===== src/rtl/dpram_port_arbiter_pkg.sv =====
// Shared definitions for the dual-port RAM port arbiter.
package dpram_port_arbiter_pkg;

    localparam int AW_DEF = 16;
    localparam int DW_DEF = 16;

    // Requester identifiers; the value doubles as the round-robin "last" encoding.
    typedef enum logic {
        REQ_CPU = 1'b0,
        REQ_VID = 1'b1
    } req_id_e;

    // A lock may hold the port for at most LOCK_MAX consecutive grants.
    localparam int LOCK_MAX = 8;
    localparam int LOCK_CW  = 3;
    localparam logic [LOCK_CW-1:0] LOCK_LAST = LOCK_CW'(LOCK_MAX - 1);

endpackage


===== src/rtl/dpram_port_arbiter_rr_arb2.sv =====
// Two-way round-robin grant with per-requester burst lock and a starvation guard.
module rr_arb2
    import dpram_port_arbiter_pkg::*;
(
    input  logic       clk,
    input  logic       reset,
    input  logic [1:0] req,
    input  logic [1:0] lock,
    output logic       gnt_any,
    output req_id_e    gnt_id
);

    req_id_e              last;
    req_id_e              lock_owner;
    logic                 locked;
    logic [LOCK_CW-1:0]   lock_cnt;
    logic [LOCK_CW-1:0]   lock_cnt_nxt;
    logic                 lock_run;
    logic                 lock_sel;

    // Same-cycle grant decision; lock_cnt_nxt is the 0-based index of this grant in a locked run.
    always_comb begin
        gnt_any = !reset && (req[0] || req[1]);
        gnt_id  = REQ_CPU;
        if (req[0] && req[1]) begin
            if (locked)
                gnt_id = lock_owner;
            else
                gnt_id = (last == REQ_CPU) ? REQ_VID : REQ_CPU;
        end else if (req[1]) begin
            gnt_id = REQ_VID;
        end
        lock_run     = locked && (lock_owner == gnt_id);
        lock_cnt_nxt = lock_run ? (lock_cnt + LOCK_CW'(1)) : '0;
        lock_sel     = (gnt_id == REQ_VID) ? lock[1] : lock[0];
    end

    // Round-robin history and lock state; the LOCK_MAX-th grant of a run drops the lock.
    always_ff @(posedge clk) begin
        if (reset) begin
            last       <= REQ_VID;
            locked     <= 1'b0;
            lock_owner <= REQ_CPU;
            lock_cnt   <= '0;
        end else if (gnt_any) begin
            last       <= gnt_id;
            lock_owner <= gnt_id;
            lock_cnt   <= lock_cnt_nxt;
            locked     <= lock_sel && (lock_cnt_nxt != LOCK_LAST);
        end else begin
            locked     <= 1'b0;
            lock_cnt   <= '0;
        end
    end

endmodule


===== src/rtl/dpram_port_arbiter.sv =====
// Shares one 16-bit block RAM port between the CPU data path and the video/I/O engine.
module dpram_port_arbiter
    import dpram_port_arbiter_pkg::*;
#(
    parameter int AW      = AW_DEF,
    parameter int DW      = DW_DEF,
    parameter int RAM_LAT = 1
) (
    input  logic          clk,
    input  logic          reset,
    input  logic          r0_req,
    input  logic          r0_we,
    input  logic          r0_lock,
    input  logic [AW-1:0] r0_addr,
    input  logic [DW-1:0] r0_wdata,
    output logic          r0_gnt,
    output logic          r0_rvalid,
    output logic [DW-1:0] r0_rdata,
    input  logic          r1_req,
    input  logic          r1_we,
    input  logic          r1_lock,
    input  logic [AW-1:0] r1_addr,
    input  logic [DW-1:0] r1_wdata,
    output logic          r1_gnt,
    output logic          r1_rvalid,
    output logic [DW-1:0] r1_rdata,
    output logic          mem_en,
    output logic [AW-1:0] mem_addr,
    output logic [DW-1:0] mem_data,
    input  logic [DW-1:0] mem_q
);

    // The response pipe is a single stage; deeper RAM pipelines are not handled.
    generate
        if (RAM_LAT != 1) begin : g_bad_lat
            $error("dpram_port_arbiter: RAM_LAT must be 1");
        end
    endgenerate

    logic    gnt_any;
    req_id_e gnt_id;
    logic    resp_v;
    req_id_e resp_id;

    rr_arb2 u_arb (
        .clk     (clk),
        .reset   (reset),
        .req     ({r1_req, r0_req}),
        .lock    ({r1_lock, r0_lock}),
        .gnt_any (gnt_any),
        .gnt_id  (gnt_id)
    );

    // Issue mux: idle cycles present a harmless read of address 0.
    always_comb begin
        r0_gnt   = gnt_any && (gnt_id == REQ_CPU);
        r1_gnt   = gnt_any && (gnt_id == REQ_VID);
        mem_en   = 1'b0;
        mem_addr = '0;
        mem_data = '0;
        if (r0_gnt) begin
            mem_en   = r0_we;
            mem_addr = r0_addr;
            mem_data = r0_wdata;
        end else if (r1_gnt) begin
            mem_en   = r1_we;
            mem_addr = r1_addr;
            mem_data = r1_wdata;
        end
    end

    // One-stage response pipe tracking who owns the RAM output next cycle.
    always_ff @(posedge clk) begin
        if (reset) begin
            resp_v  <= 1'b0;
            resp_id <= REQ_CPU;
        end else begin
            resp_v  <= gnt_any;
            resp_id <= gnt_id;
        end
    end

    // Route RAM output to its owner; reset hides a response already in flight.
    always_comb begin
        r0_rvalid = !reset && resp_v && (resp_id == REQ_CPU);
        r1_rvalid = !reset && resp_v && (resp_id == REQ_VID);
        r0_rdata  = r0_rvalid ? mem_q : '0;
        r1_rdata  = r1_rvalid ? mem_q : '0;
    end

endmodule

===== config.mk =====
export PLATFORM = sky130hd
export DESIGN_NAME = dpram_port_arbiter
export DESIGN_NICKNAME = d
export VERILOG_FILES = /design/src/rtl/dpram_port_arbiter_pkg.sv /design/src/rtl/dpram_port_arbiter_rr_arb2.sv /design/src/rtl/dpram_port_arbiter.sv
export SDC_FILE = /design/constraint.sdc
export NUM_CORES = 1
export LEC_CHECK = 0
export BUFFER_PORTS_ARGS = -buffer_cell sky130_fd_sc_hd__buf_2
export CORE_AREA = 2 2 61 63
export CTS_CLUSTER_SIZE = 30
export DETAILED_ROUTE_END_ITERATION = 10
export DIE_AREA = 0 0 63 65
export PLACE_DENSITY = 0.8
export SLEW_MARGIN = 20
export SYNTH_ARGS = -nofsm -noshare
export SYNTH_HDL_FRONTEND = slang
export SYNTH_SLANG_ARGS = --single-unit

===== constraint.sdc =====
create_clock -name clk -period 2.4 [get_ports clk]
set_input_delay 0.12 -clock clk [delete_from_list [all_inputs] [get_ports clk]]
set_output_delay 0.12 -clock clk [all_outputs]
set_load 0.02 [all_outputs]

==> Yosys cells after proc, flatten, opt, wreduce, memory -nomap -nowiden <==
Cells that the tools add are included.
{ "op_classes": {"n_eq_ne": 2, "addsub": 1, "n_reduce_logical": 12, "n_bitwise": 3, "muxes": 14} }
{ "op_table": {"columns": ["cell", "count"], "rows": [
  ["2-to-1 mux 16 bit", 6],
  ["logical AND 1 bit", 9],
  ["2-to-1 mux 1 bit", 7],
  ["adder 3 x 1 -> 3 bit, second input constant", 1],
  ["2-to-1 mux 3 bit", 1],
  ["inequality test 3 bit, second input constant", 1],
  ["inverter 1 bit", 3],
  ["OR reduction 2 bit", 1],
  ["== test 1 bit", 1],
  ["logical NOT 1 bit", 1],
  ["logical OR 1 bit", 1]
]} }
{ "totals": {"in_bits": 88, "regBits": 8, "word_cells": 38, "output_inout_bits": 69} }

==> Logic depth before layout (Yosys ltp) <==
Gate-level depths: netlist of the first run.
{ "logic_depth": {"ltp_word": 8, "ltp_mapped": 5, "depth_no_buf": 4} }

==> Cells and area by module <==
A second synthesis of the first run with hierarchy kept.
{ "hier_totals": {"cells_unflattened": 149, "hier_area_um2": 1233.7} }
{ "modules_own_cells": {"columns": ["module", "instances", "cells_per_inst", "seq_area_each_um2", "area_per_inst_um2"], "rows": [
  ["dpram_port_arbiter", 1, 116, 40.0, 942.2],
  ["rr_arb2", 1, 33, 120.1, 291.5]
]} }

==> Worst setup path after synthesis of the first run <==
OpenSTA, ideal clock, no wires.
{ "synth_timing": {"path_type": "register to output", "from": "register u_arb.last", "to": "output port mem_data[10]", "slack_ps": 828, "n_path_buf": 1, "stages_incl_launch_ff": 5, "required_time_ps": 2280, "arrival_time_ps": 1452, "cell_sequence": "dfxtp_1 > or2_4 > a311oi_4 > buf_6 > a22o_1"} }
{ "synth_via": {"elab_chain_len": 6, "elab_cells_between_ends": 8, "classes_between": "mux: 5; bitwise: 1; reduce/logical: 2"} }
{ "synth_lines": {"columns": ["element", "line", "text"], "rows": [
  ["start: declaration", "dpram_port_arbiter_rr_arb2.sv:13", "req_id_e last;"],
  ["start signal: assignment", "dpram_port_arbiter_rr_arb2.sv:46", "last <= gnt_id;"],
  ["2-to-1 mux 1 bit", "dpram_port_arbiter_rr_arb2.sv:29", "gnt_id = (last == REQ_CPU) ? REQ_VID : REQ_CPU;"],
  ["2-to-1 mux 1 bit", "dpram_port_arbiter_rr_arb2.sv:26", "if (locked)"],
  ["2-to-1 mux 1 bit", "dpram_port_arbiter_rr_arb2.sv:25", "if (req[0] && req[1]) begin"],
  ["logical AND 1 bit", "dpram_port_arbiter.sv:57", "r1_gnt = gnt_any && (gnt_id == REQ_VID);"],
  ["via r1_gnt", "dpram_port_arbiter.sv:24", "output logic r1_gnt,"],
  ["2-to-1 mux 16 bit", "dpram_port_arbiter.sv:65", "end else if (r1_gnt) begin"],
  ["2-to-1 mux 16 bit", "dpram_port_arbiter.sv:61", "if (r0_gnt) begin"],
  ["end: declaration", "dpram_port_arbiter.sv:29", "output logic [DW-1:0] mem_data,"]
]} }
The timed path passes the listed nets, and every way through them passes these cells.

==> Final worst setup path of the first run <==
{ "layout_timing": {"from": "register u_arb.lock_owner", "to": "output port mem_addr[15]"} }
{ "layout_via": {"elab_chain_len": 5, "elab_cells_between_ends": 7, "classes_between": "mux: 4; bitwise: 1; reduce/logical: 2"} }
{ "layout_lines": {"columns": ["element", "line", "text"], "rows": [
  ["start: declaration", "dpram_port_arbiter_rr_arb2.sv:14", "req_id_e lock_owner;"],
  ["start signal: assignment", "dpram_port_arbiter_rr_arb2.sv:47", "lock_owner <= gnt_id;"],
  ["2-to-1 mux 1 bit *", "dpram_port_arbiter_rr_arb2.sv:26", null],
  ["2-to-1 mux 1 bit *", "dpram_port_arbiter_rr_arb2.sv:25", null],
  ["logical AND 1 bit / inverter 1 bit (equally long branches)", "dpram_port_arbiter.sv:57, dpram_port_arbiter.sv:56", null],
  ["2-to-1 mux 16 bit / logical AND 1 bit (equally long branches)", "dpram_port_arbiter.sv:65, dpram_port_arbiter.sv:56", null],
  ["2-to-1 mux 16 bit *", "dpram_port_arbiter.sv:61", null],
  ["end: declaration", "dpram_port_arbiter.sv:28", "output logic [AW-1:0] mem_addr,"]
]} }
Every way passes the cells marked *; elsewhere a longest branch is shown, timed or not.

==> results.md, run 1 <==
* Comb pwr share at 57.1%
* Minimum clock period at 2.002 ns
* Fillers at 358
* Via density at 4.539
* CP delay by family, top: compound AO/OA/AOI/OAI gates
* CTS tree: done
* Worst R2R Path Depth at 4
* Crit Path Max Fanout at 29
* Most numerous cell in the Yosys netlist: a22o_1
* Post-synth EDFFs at 0
* Non-filler cells, final at 317
* Vias at 1,439
* Area of the core at 3496 sq um
* Fin crit share at 83.42%
* Worst setup EP type: output port
* IO Count at 157
* Post-DP HPWL at 3151 microns
* CP arrival at 1.88 ns
* Reg power frac at 26.0%
* # setup viols final at 0
* Max Clock Skew at 0.001613 ns
* Yosys top cell by area: a22o_1
* Layout cell share with drive strength beyond 1 at 63.20%
* Relative slew margins at 49.86%
* Mapped cell area at 1045 sq um
* Ys flop type: dfxtp_1
* Total power at 570.8 uW
* FMAX at 0.4995 GHz
* Chip height at 65 microns
* Core Util, Final at 52.54%
* CP max stage cell: a311oi_4
* DRC at 0
* Ant. Diodes at 0
* Slew @ Worst Pin at 0.7488 ns
* CP startpoint kind: flop
* P_int at 350.5 uW
* Clk pin slew, worst setup/hold paths at 0.05 ns
* Post-route ant nets at 0
* Final #Nets at 360
* Mux contribution to synthesized area at 1.078%
* Mean area per synthesized cell at 8.706 sq um
* Compound-Gate Fraction of Synth Area at 39.52%
* Psw at 220.3 uW
* Hold Path Stages at 2
* Fin. Hold Viols at 0
* Total CTS buffers at 3
* Post-Synth XOR/XNOR Area at 0.8383%
* Max cap viols at 0
* Total GRT Usage at 16.37%
* Gr ovfl total at 0
* Die area at 4095 sq um
* Max Slew Vio Count at 0
* DRT iter0 DRCs at 59
* Switching Fraction at 38.60%
* Placed insts at 314
* Pin count of the biggest net entering global routing at 35
* Quantity of gates resized following cts at 0
* Tightest Hold Check Type: in2reg
* Main area contributors after synthesis: a22o_1 28%, and2_1 19%, dfxtp_1 15%, buf_6 6.5%, a311oi_4 5.0%
* Simple-gate share of the synthesized area at 29.82%
* Top cell type's share of synthesized area at 27.66%
* CTS sink count at 8
* DR WL/cell at 12.00 microns
* Place WS at 0.6446 ns
* Global-route wire length before repair at 5492 microns
* Synthesis-to-layout area growth at 75.81%
* Max Root-Sink Buffers at 2
* Clk root buf: clkbuf_4
* Initial Util at 29.89%
* Hold_buf cts at 0
* Std cell rows at 22
* Clk Latency, worst-skew pair at 0.24 ns
* Sequential fraction of the synthesis area at 15.33%
* GP Congestion at 0.7871
* Setup bufs post-CTS at 0
* Worst path depth at 5
* Critical path cell sequence: nand2b_1 -> a311oi_4 -> buf_12 -> a22o_1 -> buf_2
* FF+latch count, synth at 8
* Synth Warn # at 0
* Clock power frac at 16.9%
* Unique masters post-synth at 31
* Main combinational cell family by area after synthesis: compound AO/OA/AOI/OAI gates
* Adder-Cell Fraction of Synth Area at 1.198%
* Outcome: complete, no violations
* Top cells by count, synth: 33 x a22o_1, 32 x and2_1, 8 x dfxtp_1, 6 x buf_6, 4 x nor2_1
* Final worst setup slack at 0.3979 ns
* Max rail drop VDD at 277.5 uV
* Antenna violations before repair at 0
* Cells after Synth at 120
* Req. time, crit path at 2.28 ns
* Pwr/cell area at 310.8 nW/um^2
* Crit path buffers/inverters at 2
* Post-Route WL at 3805 microns
* Setup repair after global routing missed its margin: false
* Pleak at 1.110 nW
* Chip Width at 63 microns
* Setup TNS at 0 ns
* # H-tree levels at 1
* Vias in the first global route at 1,182
* Kind of critical path: reg2out
* Net Count, Synth at 209
* DR pass1 iterations at 4
* Share of async-settable or async-resettable flops after synthesis at 0%
* IO Port Bufs at 156
* Critical Path Max Stage Delay at 0.49 ns
cells by family after synthesis:
family / Yosys count
AOI/OAI and AO/OA: 44
xor gates and xnor gates: 1
adders and majority gates: 1
buffers and inverters: 16
DFF: 8
muxes: 1
and+or+nand+nor: 49
layer usage:
layer  vias to the layer above  wire length (microns)  track usage, %
met1                       647                   1525           19.41
met4                         0                     10           4.444
met5                         -                      0               0
met2                        51                   2031           30.05
met3                         2                    237           2.951
li1                        739                      -               -
final timing paths:
| kind | from | end | slack (ns) |
|---|---|---|---|
| worst min-delay path | reset | u_arb.lock_owner$_SDFFE_PP0N_ | 0.22 |
| worst max-delay path | u_arb.lock_owner$_SDFFE_PP0N_ | mem_addr[15] | 0.40 |
| worst min register to register | u_arb.lock_cnt[0]$_SDFF_PP0_ | u_arb.lock_cnt[0]$_SDFF_PP0_ | 0.44 |
| worst max register to register | u_arb.lock_owner$_SDFFE_PP0N_ | u_arb.lock_owner$_SDFFE_PP0N_ | 0.91 |
sequential cells by signal, summed over array words and instances, names as in the netlist:
signal / count
u_arb.lock_cnt: 3
resp_id: 1
resp_v: 1
u_arb.last: 1
u_arb.lock_owner: 1
u_arb.locked: 1
cell usage in the layout, fill, tap and decap left out:
cell / count
a311oi_4: 2
nor3b_1: 1
a311oi_1: 1
nand2_1: 3
o41a_1: 1
buf_4: 1
xnor2_1: 1
o31a_1: 1
nor2b_1: 2
and2_1: 32
nand2b_1: 1
nand3b_1: 2
and3b_1: 1
dfxtp_1: 8
ha_1: 1
nor2_1: 4
bufinv_8: 1
buf_12: 1
inv_1: 3
nor3b_2: 1
buf_2: 156
a31oi_1: 1
a211oi_1: 1
mux2_2: 1
or2_4: 1
o21ba_2: 1
a21oi_1: 2
a22o_1: 33
clkbuf_4: 3
a31o_2: 1
nand2b_4: 1
worst register-to-register path: stages (launching register included):
cell      delay, ns
dfxtp_1        0.36
nand2b_1       0.21
a311oi_4       0.49
buf_12         0.24
a211oi_1       0.07
power by group through the flow:
stage | registers [mW] | logic, mW | clock network, mW
floorplan | 0.149 | 0.203 | 0
detailed placement | 0.151 | 0.327 | 0
global placement | 0.150 | 0.325 | 0
CTS | 0.148 | 0.328 | 0.104
finish | 0.149 | 0.326 | 0.0963
global route | 0.149 | 0.351 | 0.108
final cells by class:
| cell class | instances | area, sq um | area share [%] |
|---|---|---|---|
| sequential | 8 | 160.2 | 8.719 |
| clock buffer | 3 | 22.52 | 1.226 |
| timing repair buffer | 158 | 808.3 | 44.01 |
| inverter | 4 | 28.78 | 1.567 |
| tap | 48 | 60.06 | 3.270 |
| multi-input combinational | 96 | 757.0 | 41.21 |
metrics by stage:
step / cell area (sq um) / hold slack [ns]
final: 1837 / 0.2161
after detailed placement: 1814 / 0.4364
after global routing: 1837 / 0.2524
after floorplan: 1045 / 0.3615
after global placement: 1814 / 0.4270
after CTS: 1837 / 0.2182
Power figures use the tool's default switching activity.
==> run 2, diff against run 1 <==
--- a/config.mk
+++ b/config.mk
@@ -6,11 +6,10 @@
 export NUM_CORES = 1
 export LEC_CHECK = 0
 export BUFFER_PORTS_ARGS = -buffer_cell sky130_fd_sc_hd__buf_2
-export CORE_AREA = 2 2 61 63
+export CORE_UTILIZATION = 30
 export CTS_CLUSTER_SIZE = 30
 export DETAILED_ROUTE_END_ITERATION = 10
-export DIE_AREA = 0 0 63 65
-export PLACE_DENSITY = 0.8
+export PLACE_DENSITY = 0.79
 export SLEW_MARGIN = 20
 export SYNTH_ARGS = -nofsm -noshare
 export SYNTH_HDL_FRONTEND = slang
==> constraint.sdc (replaced) <==
create_clock -name clk -period 2 [get_ports clk]
set_input_delay 0.1 -clock clk [delete_from_list [all_inputs] [get_ports clk]]
set_output_delay 0.1 -clock clk [all_outputs]
set_load 0.02 [all_outputs]
==> results.md, run 2 (synthesis gave the netlist of run 1 again) <==
* Ant. Diodes at 0
* Vias at 1,426
* Reg power frac at 25.6%
* Hold_buf cts at 0
* Kind of critical path: reg2out
* Critical path cell sequence: nand2_1 -> a311oi_4 -> buf_12 -> a22o_1 -> buf_2
* Setup TNS at 0 ns
* DR WL/cell at 11.75 microns
* Most common cell after layout, fill and taps aside: buf_2
* Tightest Hold Check Type: in2reg
* Vias in the first global route at 1,000
* Post-route ant nets at 0
* Via density at 4.527
* # H-tree levels at 1
* Placed insts at 312
* Max Root-Sink Buffers at 2
* Chip height at 61.01 microns
* Global-route wire length before repair at 4567 microns
* Gr ovfl total at 0
* CP startpoint kind: flop
* IO Port Bufs at 156
* Relative slew margins at 52.60%
* DRC at 0
* Place WS at 0.4260 ns
* Outcome: complete, no violations
* Final worst setup slack at 0.1568 ns
* Setup bufs post-CTS at 0
* Post-DP HPWL at 3005 microns
* DR pass1 iterations at 4
* Highest-count cells in the layout ignoring fill and taps: 156 x buf_2, 33 x a22o_1, 32 x and2_1
* Slew @ Worst Pin at 0.7078 ns
* Max reg flops at 3
* Critical Path Max Stage Delay at 0.42 ns
* Worst setup EP type: output port
* Initial Util at 31.31%
* CP arrival at 1.74 ns
* CP delay by family, top: compound AO/OA/AOI/OAI gates
* Layout cell share with drive strength beyond 1 at 63.20%
* Req. time, crit path at 1.90 ns
* IO Count at 157
* Clock power frac at 17.1%
* Crit path buffers/inverters at 2
* Fin. Hold Viols at 0
* Non-filler cells, final at 315
* CP max stage cell: dfxtp_1
* CTS sink count at 8
* Pleak at 1.113 nW
* Minimum clock period at 1.843 ns
* Post-Route WL at 3702 microns
* Max cap viols at 0
* Max Slew Vio Count at 0
* Max rail drop VDD at 377.7 uV
* Quantity of gates resized following cts at 0
* Total GRT Usage at 16.49%
* Antenna violations before repair at 0
* Total CTS buffers at 3
* Pin count of the biggest net entering global routing at 37
* CTS tree: done
* Psw at 268.9 uW
* P_int at 423.9 uW
* Die area at 3722 sq um
* Pwr/cell area at 375.2 nW/um^2
* DRT iter0 DRCs at 38
* Clk Latency, worst-skew pair at 0.25 ns
* Synthesis-to-layout area growth at 76.77%
* GP Congestion at 0.7803
* Comb pwr share at 57.3%
* Clk pin slew, worst setup/hold paths at 0.05 ns
* # setup viols final at 0
* Fin crit share at 92.16%
* Setup repair after global routing missed its margin: false
* Max Clock Skew at 0.002058 ns
* Chip Width at 61.01 microns
* Switching Fraction at 38.82%
* Crit Path Max Fanout at 34
* FMAX at 0.5425 GHz
* Std cell rows at 21
* Largest Register: u_arb.lock_cnt
* Clk root buf: clkbuf_4
* Final #Nets at 360
* Area of the core at 3337 sq um
==> run 2: power groups by stage <==
stage	Sequential [mW]	Clock [mW]	Combinational, mW
2_1_floorplan	0.179	0	0.243
3_3_place_gp	0.180	0	0.395
3_5_place_dp	0.181	0	0.398
4_1_cts	0.177	0.125	0.399
5_1_grt	0.179	0.132	0.434
6_report	0.178	0.118	0.397
==> run 2: worst reg2reg max path, cell delays in order (launching register included) <==
cell and delay, ns:
dfxtp_1 0.35, nand2b_1 0.21, a311oi_4 0.31, buf_12 0.23, a211oi_1 0.07
==> run 2: path summary, 6_finish.rpt <==
path / slack (ns) / from / cells past startpoint / endpoint
hold reg to reg: 0.44 / u_arb.lock_cnt[0]$_SDFF_PP0_ / 1 / u_arb.lock_cnt[0]$_SDFF_PP0_
hold / removal: 0.19 / reset / 2 / resp_id$_SDFF_PP0_
setup reg to reg: 0.70 / u_arb.lock_owner$_SDFFE_PP0N_ / 4 / u_arb.lock_owner$_SDFFE_PP0N_
setup / recovery: 0.16 / u_arb.locked$_SDFF_PP0_ / 5 / mem_en
==> run 2: routing by layer <==
layer  global-route usage [%]  up-vias  part of all wire, %
met5                        0        -                    0
met4                    3.896        0                 0.27
met3                    1.891        2                  6.8
met2                    27.32       63                   49
met1                    22.99      619                   44
li1                         -      742                    -
==> run 2: stage by stage <==
step	util [%]	cell area [sq um]	power (mW)	hold WS [ns]
final	55.34	1847	0.6928	0.1862
after global routing	55.34	1847	0.7449	0.1974
after CTS	55.34	1847	0.7015	0.1857
after detailed placement	54.67	1824	0.5785	0.4401
after global placement	54.67	1824	0.5752	0.4294
after floorplan	-	1045	0.4219	0.3415
==> run 2: final cells by class <==
| class | instances | area [sq um] |
|---|---|---|
| clock buffer | 3 | 22.52 |
| multi-input combinational | 96 | 757.0 |
| sequential | 8 | 160.2 |
| timing repair buffer | 158 | 820.8 |
| inverter | 4 | 28.78 |
| fill | 324 | 1490 |
| tap | 46 | 57.56 |
==> run 3, diff against run 2 <==
--- a/config.mk
+++ b/config.mk
@@ -6,11 +6,12 @@
 export NUM_CORES = 1
 export LEC_CHECK = 0
 export BUFFER_PORTS_ARGS = -buffer_cell sky130_fd_sc_hd__buf_2
-export CORE_UTILIZATION = 30
+export CORE_UTILIZATION = 32
 export CTS_CLUSTER_SIZE = 30
 export DETAILED_ROUTE_END_ITERATION = 10
-export PLACE_DENSITY = 0.79
+export PLACE_DENSITY = 0.78
 export SLEW_MARGIN = 20
 export SYNTH_ARGS = -nofsm -noshare
 export SYNTH_HDL_FRONTEND = slang
+export SYNTH_HIERARCHICAL = 1
 export SYNTH_SLANG_ARGS = --single-unit
==> results.md, run 3 <==
* Outcome: complete, no violations
* Hold_buf cts at 0
* CTS tree: done
* Sequential fraction of the synthesis area at 12.98%
* Setup repair after global routing missed its margin: false
* Ys flop type: dfxtp_1
* Net Count, Synth at 238
* Pleak at 1.264 nW
* # setup viols final at 0
* Synth Warn # at 6
* Area of the core at 3689 sq um
* Clk Latency, worst-skew pair at 0.22 ns
* Tightest Hold Check Type: in2reg
* GP Congestion at 0.7619
* Max Root-Sink Buffers at 2
* Pwr/cell area at 366.8 nW/um^2
* Fin crit share at 94.81%
* Gr ovfl total at 0
* # H-tree levels at 1
* Vias in the first global route at 1,356
* Top cells by count, synth: 38 x nor2b_1, 33 x mux2i_1, 17 x and2_1, 9 x and2_4
* Most common cell after layout, fill and taps aside: buf_2
* IO Port Bufs at 156
* Clk pin slew, worst setup/hold paths at 0.04 ns
* Post-Route WL at 3965 microns
* Final instance area at 2123 sq um
* DR WL/cell at 11.26 microns
* Worst setup EP type: output port
* Req. time, crit path at 1.90 ns
* Register area at 161.4 sq um
* Mapped cell area at 1234 sq um
* Chip Width at 64.09 microns
* CP arrival at 1.80 ns
* Max Clock Skew at 0.002639 ns
* Main area contributors after synthesis: mux2i_1 27%, nor2b_1 19%, dfxtp_1 13%, and2_1 8.6%, and2_4 6.4%
* Global-route wire length before repair at 5678 microns
* Fin. Hold Viols at 0
* Post-route ant nets at 0
* Die area at 4108 sq um
* Final #Nets at 395
* Fillers at 342
* Placement-stage cell area at 2043 sq um
* Most numerous cell in the Yosys netlist: nor2b_1
* Mean area per synthesized cell at 8.280 sq um
* Pin count of the biggest net entering global routing at 28
* Share of async-settable or async-resettable flops after synthesis at 0%
* DRT iter0 DRCs at 11
* Crit Path Max Fanout at 13
* Kind of critical path: reg2out
* FF+latch count, synth at 8
* Antenna violations before repair at 0
* GRT busiest layer: met2
* Routing usage on met3 at 2.857%
* Setup TNS at 0 ns
* Post-DP HPWL at 3287 microns
* Total GRT Usage at 17.08%
* Unique masters post-synth at 29
* FMAX at 0.5274 GHz
* DRC at 0
* CP startpoint kind: flop
* Yosys top cell by area: mux2i_1
* IO Count at 157
* Max Slew Vio Count at 0
* Max cap viols at 0
* Relative slew margins at 67.36%
* Combined area of the multi-input logic cells at 1001 sq um
* CTS sink count at 8
* Initial Util at 33.45%
* Highest-count cells in the layout ignoring fill and taps: 156 x buf_2, 38 x nor2b_1, 33 x mux2i_1
* Slew @ Worst Pin at 0.4896 ns
* Clk root buf: clkbuf_8
* Vias at 1,561
* Top cell type's share of synthesized area at 26.77%
* Chip height at 64.09 microns
* Post-synth EDFFs at 0
* GR Util met2 at 34.97%
* Grt met1 use at 17.70%
* Layout cell share with drive strength beyond 1 at 62.50%
* Largest Register: u_arb/lock_cnt
* Synthesis-to-layout area growth at 72.11%
* Cells after Synth at 149
* Total power at 778.8 uW
* Minimum clock period at 1.896 ns
* DR pass1 iterations at 4
* Std cell rows at 22
* Max reg flops at 3
* Ant. Diodes at 0
* Via density at 4.435
* Max rail drop VDD at 273.1 uV
* Total CTS buffers at 3
run 3: cell types whose count changed after synthesis, moves of 3 or more:
cell and change:
nand2_1 -3, and2_1 -15, nor2b_1 +36, a22o_1 -33, and2_4 +9, and2_2 +8, mux2i_1 +33
run 3: cell families after synthesis:
group | share of synthesized area (%)
compound gates | 2.636
xor+xnor | 0.7101
fa+ha+maj | 1.014
buf+inv | 6.490
flops | 12.98
mux | 27.69
simple gates | 48.48
run 3: per-layer routing:
layer / vias to the layer above / part of all wire (%)
met5: - / 0
met4: 0 / 0.30
met3: 2 / 8.2
met2: 95 / 52
met1: 665 / 39
li1: 799 / -
run 3: path summary, 6_finish.rpt:
| check | start | end | slack, ns | cells after the start |
|---|---|---|---|---|
| setup / recovery | u_arb/locked$_SDFF_PP0_ | mem_addr[14] | 0.10 | 7 |
| hold / removal | reset | u_arb/lock_owner$_SDFFE_PP0P_ | 0.16 | 2 |
| setup reg to reg | u_arb/lock_cnt[0]$_SDFF_PP0_ | u_arb/locked$_SDFF_PP0_ | 0.60 | 4 |
| hold reg to reg | u_arb/lock_cnt[0]$_SDFF_PP0_ | u_arb/lock_cnt[0]$_SDFF_PP0_ | 0.45 | 1 |
run 3: final cells by class:
| type | count | share of cell area [%] |
|---|---|---|
| clock buffers | 3 | 1.945 |
| inverters | 1 | 0.1768 |
| well taps | 48 | 2.829 |
| multi-input cells | 130 | 47.14 |
| flip-flops and latches | 8 | 7.602 |
| repair buffers | 162 | 40.31 |
run 3: report_power, final:
part           switching [mW]  total [mW]  internal (mW)
Combinational           0.210       0.416          0.206
Clock                  0.0578       0.188          0.130
Sequential            0.00631       0.175          0.168
Total                   0.274       0.779          0.505
run 3: worst max-delay path, stage by stage (launching register included):
cell,delay (ns)
dfxtp_1,0.32
nor2b_1,0.15
o21ai_2,0.21
and2_4,0.26
clkbuf_16,0.21
mux2i_1,0.20
nor2b_1,0.06
buf_2,0.15
run 3: timing repair:
| item | CTS | global route |
|---|---|---|
| resized for setup | 1 | 2 |
| endpoints found under the setup margin | 27 | 29 |
| gates cloned | 0 | 1 |
| setup buffers | 0 | 1 |
| pin swaps | 0 | 1 |
run 3: metrics by stage:
step                setup WS, ns  cells  utilization (%)  hold WS (ns)
floorplan                 0.3376    149                -        0.1724
global placement          0.2154    347            55.39        0.3928
detailed placement        0.2084    347            55.39        0.4051
CTS                     0.004960    350            56.55        0.1728
global route            0.008410    352            57.56        0.1936
finish                    0.1037    352            57.56        0.1613
